### src/rtl/mult_div_seq_pkg.sv
// Shared constants for the sequential MULTU/DIVU unit.
//   - st_t      : controller state encoding
//   - OP_MULTU / OP_DIVU : op input encoding
//   - ITER      : iteration counter load value (32 RUN cycles, counting 31..0)
package mult_div_seq_pkg;

    typedef enum logic [1:0] {
        ST_IDLE = 2'd0,
        ST_RUN  = 2'd1,
        ST_FIN  = 2'd2
    } st_t;

    localparam logic OP_MULTU = 1'b0;
    localparam logic OP_DIVU  = 1'b1;

    localparam int ITER = 31;

endpackage

### src/rtl/mult_div_seq_addsub.sv
// full_adder_subtractor32: the single arithmetic element of the MULTU/DIVU unit.
//   sum  = a_in + (b_in ^ {WIDTH{sub_en}}) + cin
//   cout = carry out of the top bit (for subtract: 1 means no borrow)
// Ports:
//   a_in, b_in : operands
//   sub_en     : invert b_in
//   cin        : carry in (driven equal to sub_en by the controller)
//   sum, cout  : result and carry out
module full_adder_subtractor32 #(
    parameter int WIDTH = 32
) (
    input  logic [WIDTH-1:0] a_in,
    input  logic [WIDTH-1:0] b_in,
    input  logic             sub_en,
    input  logic             cin,
    output logic [WIDTH-1:0] sum,
    output logic             cout
);

    logic [WIDTH-1:0] w_b_eff;

    assign w_b_eff     = b_in ^ {WIDTH{sub_en}};
    assign {cout, sum} = {1'b0, a_in} + {1'b0, w_b_eff} + {{WIDTH{1'b0}}, cin};

endmodule

### src/rtl/mult_div_seq.sv
// mult_div_seq: multi-cycle unsigned 32x32 MULTU / DIVU for the execute stage.
// One shared adder/subtractor does shift-add multiply and restoring divide,
// one bit per RUN cycle (32 cycles), then a single FIN cycle pulses done.
// Ports:
//   clk, reset : clock, synchronous active-high reset
//   start, op  : launch (sampled only in IDLE); 0 = MULTU, 1 = DIVU
//   a, b       : multiplicand/dividend, multiplier/divisor
//   hi, lo     : product[63:32]/remainder, product[31:0]/quotient
//   busy       : high while not IDLE
//   done       : one-cycle pulse when hi/lo are valid
//   div_zero   : DIVU with b==0 seen; held until the next accepted start
module mult_div_seq
    import mult_div_seq_pkg::*;
#(
    parameter int WIDTH = 32,
    parameter int CNT_W = 5
) (
    input  logic             clk,
    input  logic             reset,
    input  logic             start,
    input  logic             op,
    input  logic [WIDTH-1:0] a,
    input  logic [WIDTH-1:0] b,
    output logic [WIDTH-1:0] hi,
    output logic [WIDTH-1:0] lo,
    output logic             busy,
    output logic             done,
    output logic             div_zero
);

    st_t              r_state;
    logic [CNT_W-1:0] r_cnt;
    logic             r_op;
    logic [WIDTH-1:0] r_m;
    logic [WIDTH-1:0] r_hi;
    logic [WIDTH-1:0] r_lo;
    logic             r_busy;
    logic             r_done;
    logic             r_dz;

    logic [WIDTH-1:0] w_rem;
    logic [WIDTH-1:0] w_add_a;
    logic             w_sub;
    logic [WIDTH-1:0] w_sum;
    logic             w_cout;

    // Divide shifts the next dividend bit into the partial remainder first;
    // the bit shifted out of hi (msb) is the 33rd remainder bit.
    assign w_rem   = {r_hi[WIDTH-2:0], r_lo[WIDTH-1]};
    assign w_sub   = (r_op == OP_DIVU);
    assign w_add_a = w_sub ? w_rem : r_hi;

    full_adder_subtractor32 #(.WIDTH(WIDTH)) u_addsub (
        .a_in   (w_add_a),
        .b_in   (r_m),
        .sub_en (w_sub),
        .cin    (w_sub),
        .sum    (w_sum),
        .cout   (w_cout)
    );

    always_ff @(posedge clk) begin
        if (reset) begin
            r_state <= ST_IDLE;
            r_cnt   <= '0;
            r_op    <= OP_MULTU;
            r_m     <= '0;
            r_hi    <= '0;
            r_lo    <= '0;
            r_busy  <= 1'b0;
            r_done  <= 1'b0;
            r_dz    <= 1'b0;
        end else begin
            case (r_state)
                ST_IDLE: begin
                    r_done <= 1'b0;
                    if (start) begin
                        r_op   <= op;
                        r_m    <= b;
                        r_busy <= 1'b1;
                        if (op == OP_DIVU && b == '0) begin
                            // No iterations: remainder = dividend, quotient all ones.
                            r_hi    <= a;
                            r_lo    <= '1;
                            r_dz    <= 1'b1;
                            r_done  <= 1'b1;
                            r_state <= ST_FIN;
                        end else begin
                            r_hi    <= '0;
                            r_lo    <= a;
                            r_dz    <= 1'b0;
                            r_cnt   <= CNT_W'(ITER);
                            r_state <= ST_RUN;
                        end
                    end
                end

                ST_RUN: begin
                    if (r_op == OP_MULTU) begin
                        // Add multiplicand into upper half when the current
                        // multiplier bit is set, then shift the pair right.
                        if (r_lo[0])
                            {r_hi, r_lo} <= {w_cout, w_sum, r_lo[WIDTH-1:1]};
                        else
                            {r_hi, r_lo} <= {1'b0, r_hi, r_lo[WIDTH-1:1]};
                    end else begin
                        // Restoring step: subtract if the 33-bit remainder >= m.
                        if (r_hi[WIDTH-1] | w_cout) begin
                            r_hi <= w_sum;
                            r_lo <= {r_lo[WIDTH-2:0], 1'b1};
                        end else begin
                            r_hi <= w_rem;
                            r_lo <= {r_lo[WIDTH-2:0], 1'b0};
                        end
                    end
                    if (r_cnt == '0) begin
                        r_state <= ST_FIN;
                        r_done  <= 1'b1;
                    end else begin
                        r_cnt <= r_cnt - 1'b1;
                    end
                end

                ST_FIN: begin
                    // start here is deliberately ignored.
                    r_done  <= 1'b0;
                    r_busy  <= 1'b0;
                    r_state <= ST_IDLE;
                end

                default: begin
                    r_done  <= 1'b0;
                    r_busy  <= 1'b0;
                    r_state <= ST_IDLE;
                end
            endcase
        end
    end

    assign hi       = r_hi;
    assign lo       = r_lo;
    assign busy     = r_busy;
    assign done     = r_done;
    assign div_zero = r_dz;

endmodule
### config.mk
export PLATFORM = sky130hd
export DESIGN_NAME = mult_div_seq
export DESIGN_NICKNAME = d
export VERILOG_FILES = /design/src/rtl/mult_div_seq_pkg.sv /design/src/rtl/mult_div_seq_addsub.sv /design/src/rtl/mult_div_seq.sv
export SDC_FILE = /design/constraint.sdc
export NUM_CORES = 1
export LEC_CHECK = 0
export BUFFER_PORTS_ARGS = -buffer_cell sky130_fd_sc_hd__buf_2
export CORE_UTILIZATION = 64
export CTS_BUF_LIST = sky130_fd_sc_hd__clkbuf_4
export CTS_CLUSTER_SIZE = 28
export DETAILED_ROUTE_END_ITERATION = 8
export PLACE_DENSITY = 0.85
export SYNTH_ARGS = -nofsm -noshare
export SYNTH_HDL_FRONTEND = slang
export SYNTH_HIERARCHICAL = 1
export SYNTH_SLANG_ARGS = --single-unit
export TNS_END_PERCENT = 100
### constraint.sdc
create_clock -name clk -period 7.93 [get_ports clk]
set_input_delay 1.586 -clock clk [delete_from_list [all_inputs] [get_ports clk]]
set_output_delay 1.586 -clock clk [all_outputs]
set_load 0.01 [all_outputs]
# Word level (Yosys, flattened, before mapping)
# Cells that the tools add are included.
# classes
n_addsub	3
eq_ne	5
n_mux	27
n_bitwise	3
n_reduce_logical	10
# ops
cell	count
32-bit 2-to-1 mux	10
32-bit case mux with 2 select lines	2
32-bit by 32-bit adder with 33-bit output	1
33-bit by 1-bit adder with 33-bit output	1
32-bit logical NOT	1
32-bit XOR	1
5-bit 2-to-1 mux	3
5-bit case mux with 2 select lines	1
2-bit inequality test, second input constant	4
2-bit AND reduction	4
2-bit 2-to-1 mux	3
5-bit logical NOT	1
1-bit 2-to-1 mux	5
5-bit by 1-bit subtractor with 5-bit output, second input constant	1
1-bit case mux with 2 select lines	2
2-bit case mux with 2 select lines	1
4-bit AND reduction	1
2-bit by 1-bit equality test with 1-bit output, second input constant	1
2-bit logical NOT	1
2-bit nonzero test	1
1-bit logical AND	1
1-bit inverter	1
1-bit bitwise OR	1
# word_totals
register_bits	107
input_bits	68

# Depth between registers and ports, before layout
# logic_depth
word_depth	7
mapped_depth	17

# Cells and area by module
# The synthesis kept the hierarchy.
# modules_own_cells
module	instances	cells_each	area_per_inst_um2	seq_area_each_um2
mult_div_seq	1	765	6391.1	2142.1
full_adder_subtractor32	1	276	2039.5	0.0

# Worst setup path before layout
# No wires, ideal clock.
# synth_path
path_kind	register -> register
startpoint	register r_op
endpoint	register r_hi[19] (netlist: hi[19])
setup_time_ns	0.086
t_arrival_ns	4.442
path_slack_ns	3.402
stages_incl_launch_ff	17
path_buffers	4
period_less_slack_ns	4.528
path_cell_list	dfxtp_1 > clkbuf_1 > clkbuf_1 > buf_1 > mux2_2 > ha_1 > a21oi_2 > o21ai_1 > a221o_1 > a221oi_4 > o211a_1 > a311oi_1 > nor2_1 > buf_2 > mux2i_1 > o221a_2 > a211oi_1
# synth_between
elab_chain_cells	7
word_cells_on_any_way	9
# synth_lines
item	line_no	text
from (decl)	mult_div_seq.sv:33	logic r_op;
from (signal assigned)	mult_div_seq.sv:78	r_op <= op;
32-bit 2-to-1 mux	mult_div_seq.sv:51	assign w_add_a = w_sub ? w_rem : r_hi;
named net w_add_a[15]	mult_div_seq.sv:42	logic [WIDTH-1:0] w_add_a;
32-bit by 32-bit adder with 33-bit output	mult_div_seq_addsub.sv:23	assign {cout, sum} = {1'b0, a_in} + {1'b0, w_b_eff} + {{WIDTH{1'b0}}, cin};
33-bit by 1-bit adder with 33-bit output	mult_div_seq_addsub.sv:23	
named net w_cout	mult_div_seq.sv:45	logic w_cout;
1-bit bitwise OR	mult_div_seq.sv:108	if (r_hi[WIDTH-1] | w_cout) begin
32-bit 2-to-1 mux	mult_div_seq.sv:108	
32-bit 2-to-1 mux	mult_div_seq.sv:99	if (r_op == OP_MULTU) begin
32-bit case mux with 2 select lines	mult_div_seq.sv:74	case (r_state)
to (signal assigned)	mult_div_seq.sv:103	{r_hi, r_lo} <= {w_cout, w_sum, r_lo[WIDTH-1:1]};
to (signal assigned)	mult_div_seq.sv:109	r_hi <= w_sum;
to (signal assigned)	mult_div_seq.sv:112	r_hi <= w_rem;
to (decl)	mult_div_seq.sv:35	logic [WIDTH-1:0] r_hi;
# The timed path passes the listed nets, and every way through them passes these cells.
# A chain may end at the register's enable or synchronous reset.

# Final worst setup path
# layout_path
startpoint	register r_op
endpoint	register r_hi[10] (netlist: hi[10])
# The elaborated chain is that of the path after synthesis.

==> metrics.txt <==
status finished clean; via-per-instance ratio 6.46; clock power share 17.1%; Peak VDD IR 120 uV; total CTS buffers 9; Yosys warning count 6; prevailing post-synth register cell dfxtp_1; Die Y 117 um; post-cts hold buffer count 0; Final nets 1,213; relative slew slack 18.4%; crit-path cells mux2_2, inv_1, fa_1, fa_1, nor2b_4, o31ai_2, a311oi_4, a221oi_4, o211a_1, a311oi_1, nor2_4, buf_4, mux2i_1, o221a_2, a211oi_1; vias 8,319; sequential share of the synthesized area 25.4%; final hold viol count 0; Slew Viols, Final 0; Logic pwr share 39.6%; Clk pin slew, worst setup/hold paths 0.16 ns; setup violators final 0; PD cells 168 nW/um^2; CP Buf/Inv Count 2; Total GRT Usage 34.2%; Achievable Freq 192 MHz; Longest Clk Path Bufs 2; switching share of power 39.6%; synthesized area 8430 um^2; crit end category flop; most frequent cells in the layout buf_2, nor2_1, dfxtp_1; initial DRC count 776; minimum clock period after layout 5.21 ns; full die area 13,600 um^2; Slew @ Worst Pin 1.22 ns; Internal 931 uW; drt first pass iters 5; most frequent CP cell fa_1; Setup TNS 0 ns; post-route cell area 9160 um^2; crit path DAT 5.65 ns; Required @ worst endpoint 8.37 ns; Clock Latency Late Sink 0.51 ns; clk root buf clkbuf_4; Final period util 65.7%; Final Non-Filler Cells 1,288; Min-Delay Path Class flop to flop; row count 41; register area 2150 um^2; DRT antenna net count 0; slowest CP cell dfxtp_4; Sequential Power Share 43.3%; GP Congestion 0.968; share of post-route cells with drive strength above 1 22.5%; initial antenna violation count 1; Post-synth EDFFs 0; fill cell count 1,090; setup repair bufs after CTS 0; Synth Area per Inst 8.10 um^2; H-tree depth 3; multi-input logic area 5890 um^2; drt wl/cell 18.2 um; hold slack 0.473 ns; CTS sink count 107; MaxCap Viol Count 0; syn_nets 1,144; Gate Count Post-Synth 1,041; Critical Path Max Stage Delay 0.95 ns; Worst Setup Start Kind flop; via count of the first global-routing pass 7,292; first-pass GRT wire length 36,500 um; CTS tree built; PortBufs 134; CP delay by family, top compound AO/OA/AOI/OAI gates; Die X 117 um; library cells used by synthesis 65; final global-route overflow total 0; cts repair resizes 0; Worst Setup Path Type flop to flop; drt drc 0; Cells after DPL 1,271; largest net degree at the start of global routing 97; DP Area 9040 um^2; Initial Utilization 66.3%; P&R area growth vs syn 8.61%; sw power 612 uW; CP max FO 64; commonest non-fill, non-tap cell in the layout buf_2; clk_skew 0.0165 ns; fin util 72.0%; final wirelength 23,500 um; dpl hpwl 16,300 um; core area 12,700 um^2; number of synthesized register bits 107; Ports 135; Leak Pwr 0.00401 uW; FFs w/ async S/R, synth 0%; RSZ-0062 raised after global routing false
==> cells by family (layout without fill, tap and decap cells) <==
logic type                 after synthesis  after routing  synth area share [%]
and+or+nand+nor                        380            380                  21.8
AOI/OAI and AO/OA                      237            237                  20.9
muxes                                  126            126                  15.5
DFF                                    107            107                  25.4
buffers and inverters                   97            171                  4.99
xor gates and xnor gates                59             59                  6.13
adders and majority gates               35             35                  5.37
other                                    0              1                     0
==> metrics by stage <==
| step | worst slack (ns) | power (uW) |
|---|---|---|
| 2_1_floorplan | 3.40 | 1120 |
| 3_3_place_gp | 3.13 | 1260 |
| 3_5_place_dp | 2.86 | 1270 |
| 4_1_cts | 2.82 | 1530 |
| 5_1_grt | 2.49 | 1620 |
| 6_report | 2.72 | 1540 |
==> area by class of cell <==
type                       instances  share of cell area (%)
timing repair buffer             145                    8.25
antenna                            1                  0.0273
sequential                       107                    23.4
clock inverter                     3                   0.164
tap                              172                    2.35
clock buffer                      13                    1.07
inverter                          10                   0.410
multi-input combinational        837                    64.3
==> routing by layer <==
layer,share of wire [%],track usage (%),vias up
met3,5.6,4.99,66
met5,0,0,-
met1,44,43.6,3947
li1,-,-,3954
met4,4.4,18.8,0
met2,46,55.9,352
==> worst paths after layout <==
path,startpoint,end,depth (start not counted),slack (ns)
worst max-delay path,r_op,hi[10],15,2.72
worst min-delay path,div_zero,div_zero,2,0.47
worst max register to register,r_op,hi[10],15,2.72
worst min register to register,div_zero,div_zero,2,0.47
==> worst min-delay path: stages, from the launching register on <==
cell and delay [ns]:
dfxtp_1 0.34, nand2_1 0.05, a21oi_1 0.05
==> registers in the layout, indices dropped and copies added (netlist names) <==
signal / cells
r_cnt: 5
r_m: 32
lo: 32
r_state: 2
div_zero: 1
done: 1
r_op: 1
busy: 1
hi: 32
==> power by group through the flow <==
stage               clock network, uW  logic, uW  registers [uW]
floorplan                           0        458             658
global placement                    0        583             675
detailed placement                  0        597             678
CTS                               263        601             665
global route                      282        665             675
finish                            264        611             668
==> Yosys cell counts (2+ instances only) <==
library cell    n  share of area, %
nor2_1        121               5.4
dfxtp_1       107                25
nand2_1        99               4.4
mux2i_1        92                11
a211oi_1       68               6.1
a21oi_1        64               3.8
clkbuf_1       56               2.5
xor2_1         45               4.7
nand4_1        41               3.0
nor3_1         40               2.4
and2_1         35               2.6
mux2_2         34               4.5
ha_1           33               4.9
o221a_2        32               4.3
o21ai_0        20               1.2
xnor2_1        14               1.5
buf_1          12              0.53
buf_2          12              0.71
inv_1          10              0.45
nand2b_1        8              0.59
a21o_1          7              0.62
nand3_1         7              0.42
nor4_1          7              0.52
a21oi_2         5              0.52
a31oi_1         4              0.30
buf_6           4              0.53
a31o_2          3              0.31
and3_1          3              0.22
buf_4           3              0.27
nor4b_1         3              0.31
o21a_1          3              0.27
o21ai_1         3              0.18
o21bai_1        3              0.27
a21boi_0        2              0.18
a311o_1         2              0.24
a311oi_1        2              0.21
and4_1          2              0.21
fa_1            2              0.47
nor2b_1         2              0.15
nor3b_1         2              0.18
o211a_1         2              0.24
o22ai_1         2              0.15
o41ai_1         2              0.21
or2_2           2              0.15
No activity file was read; power rests on OpenSTA's default activity.
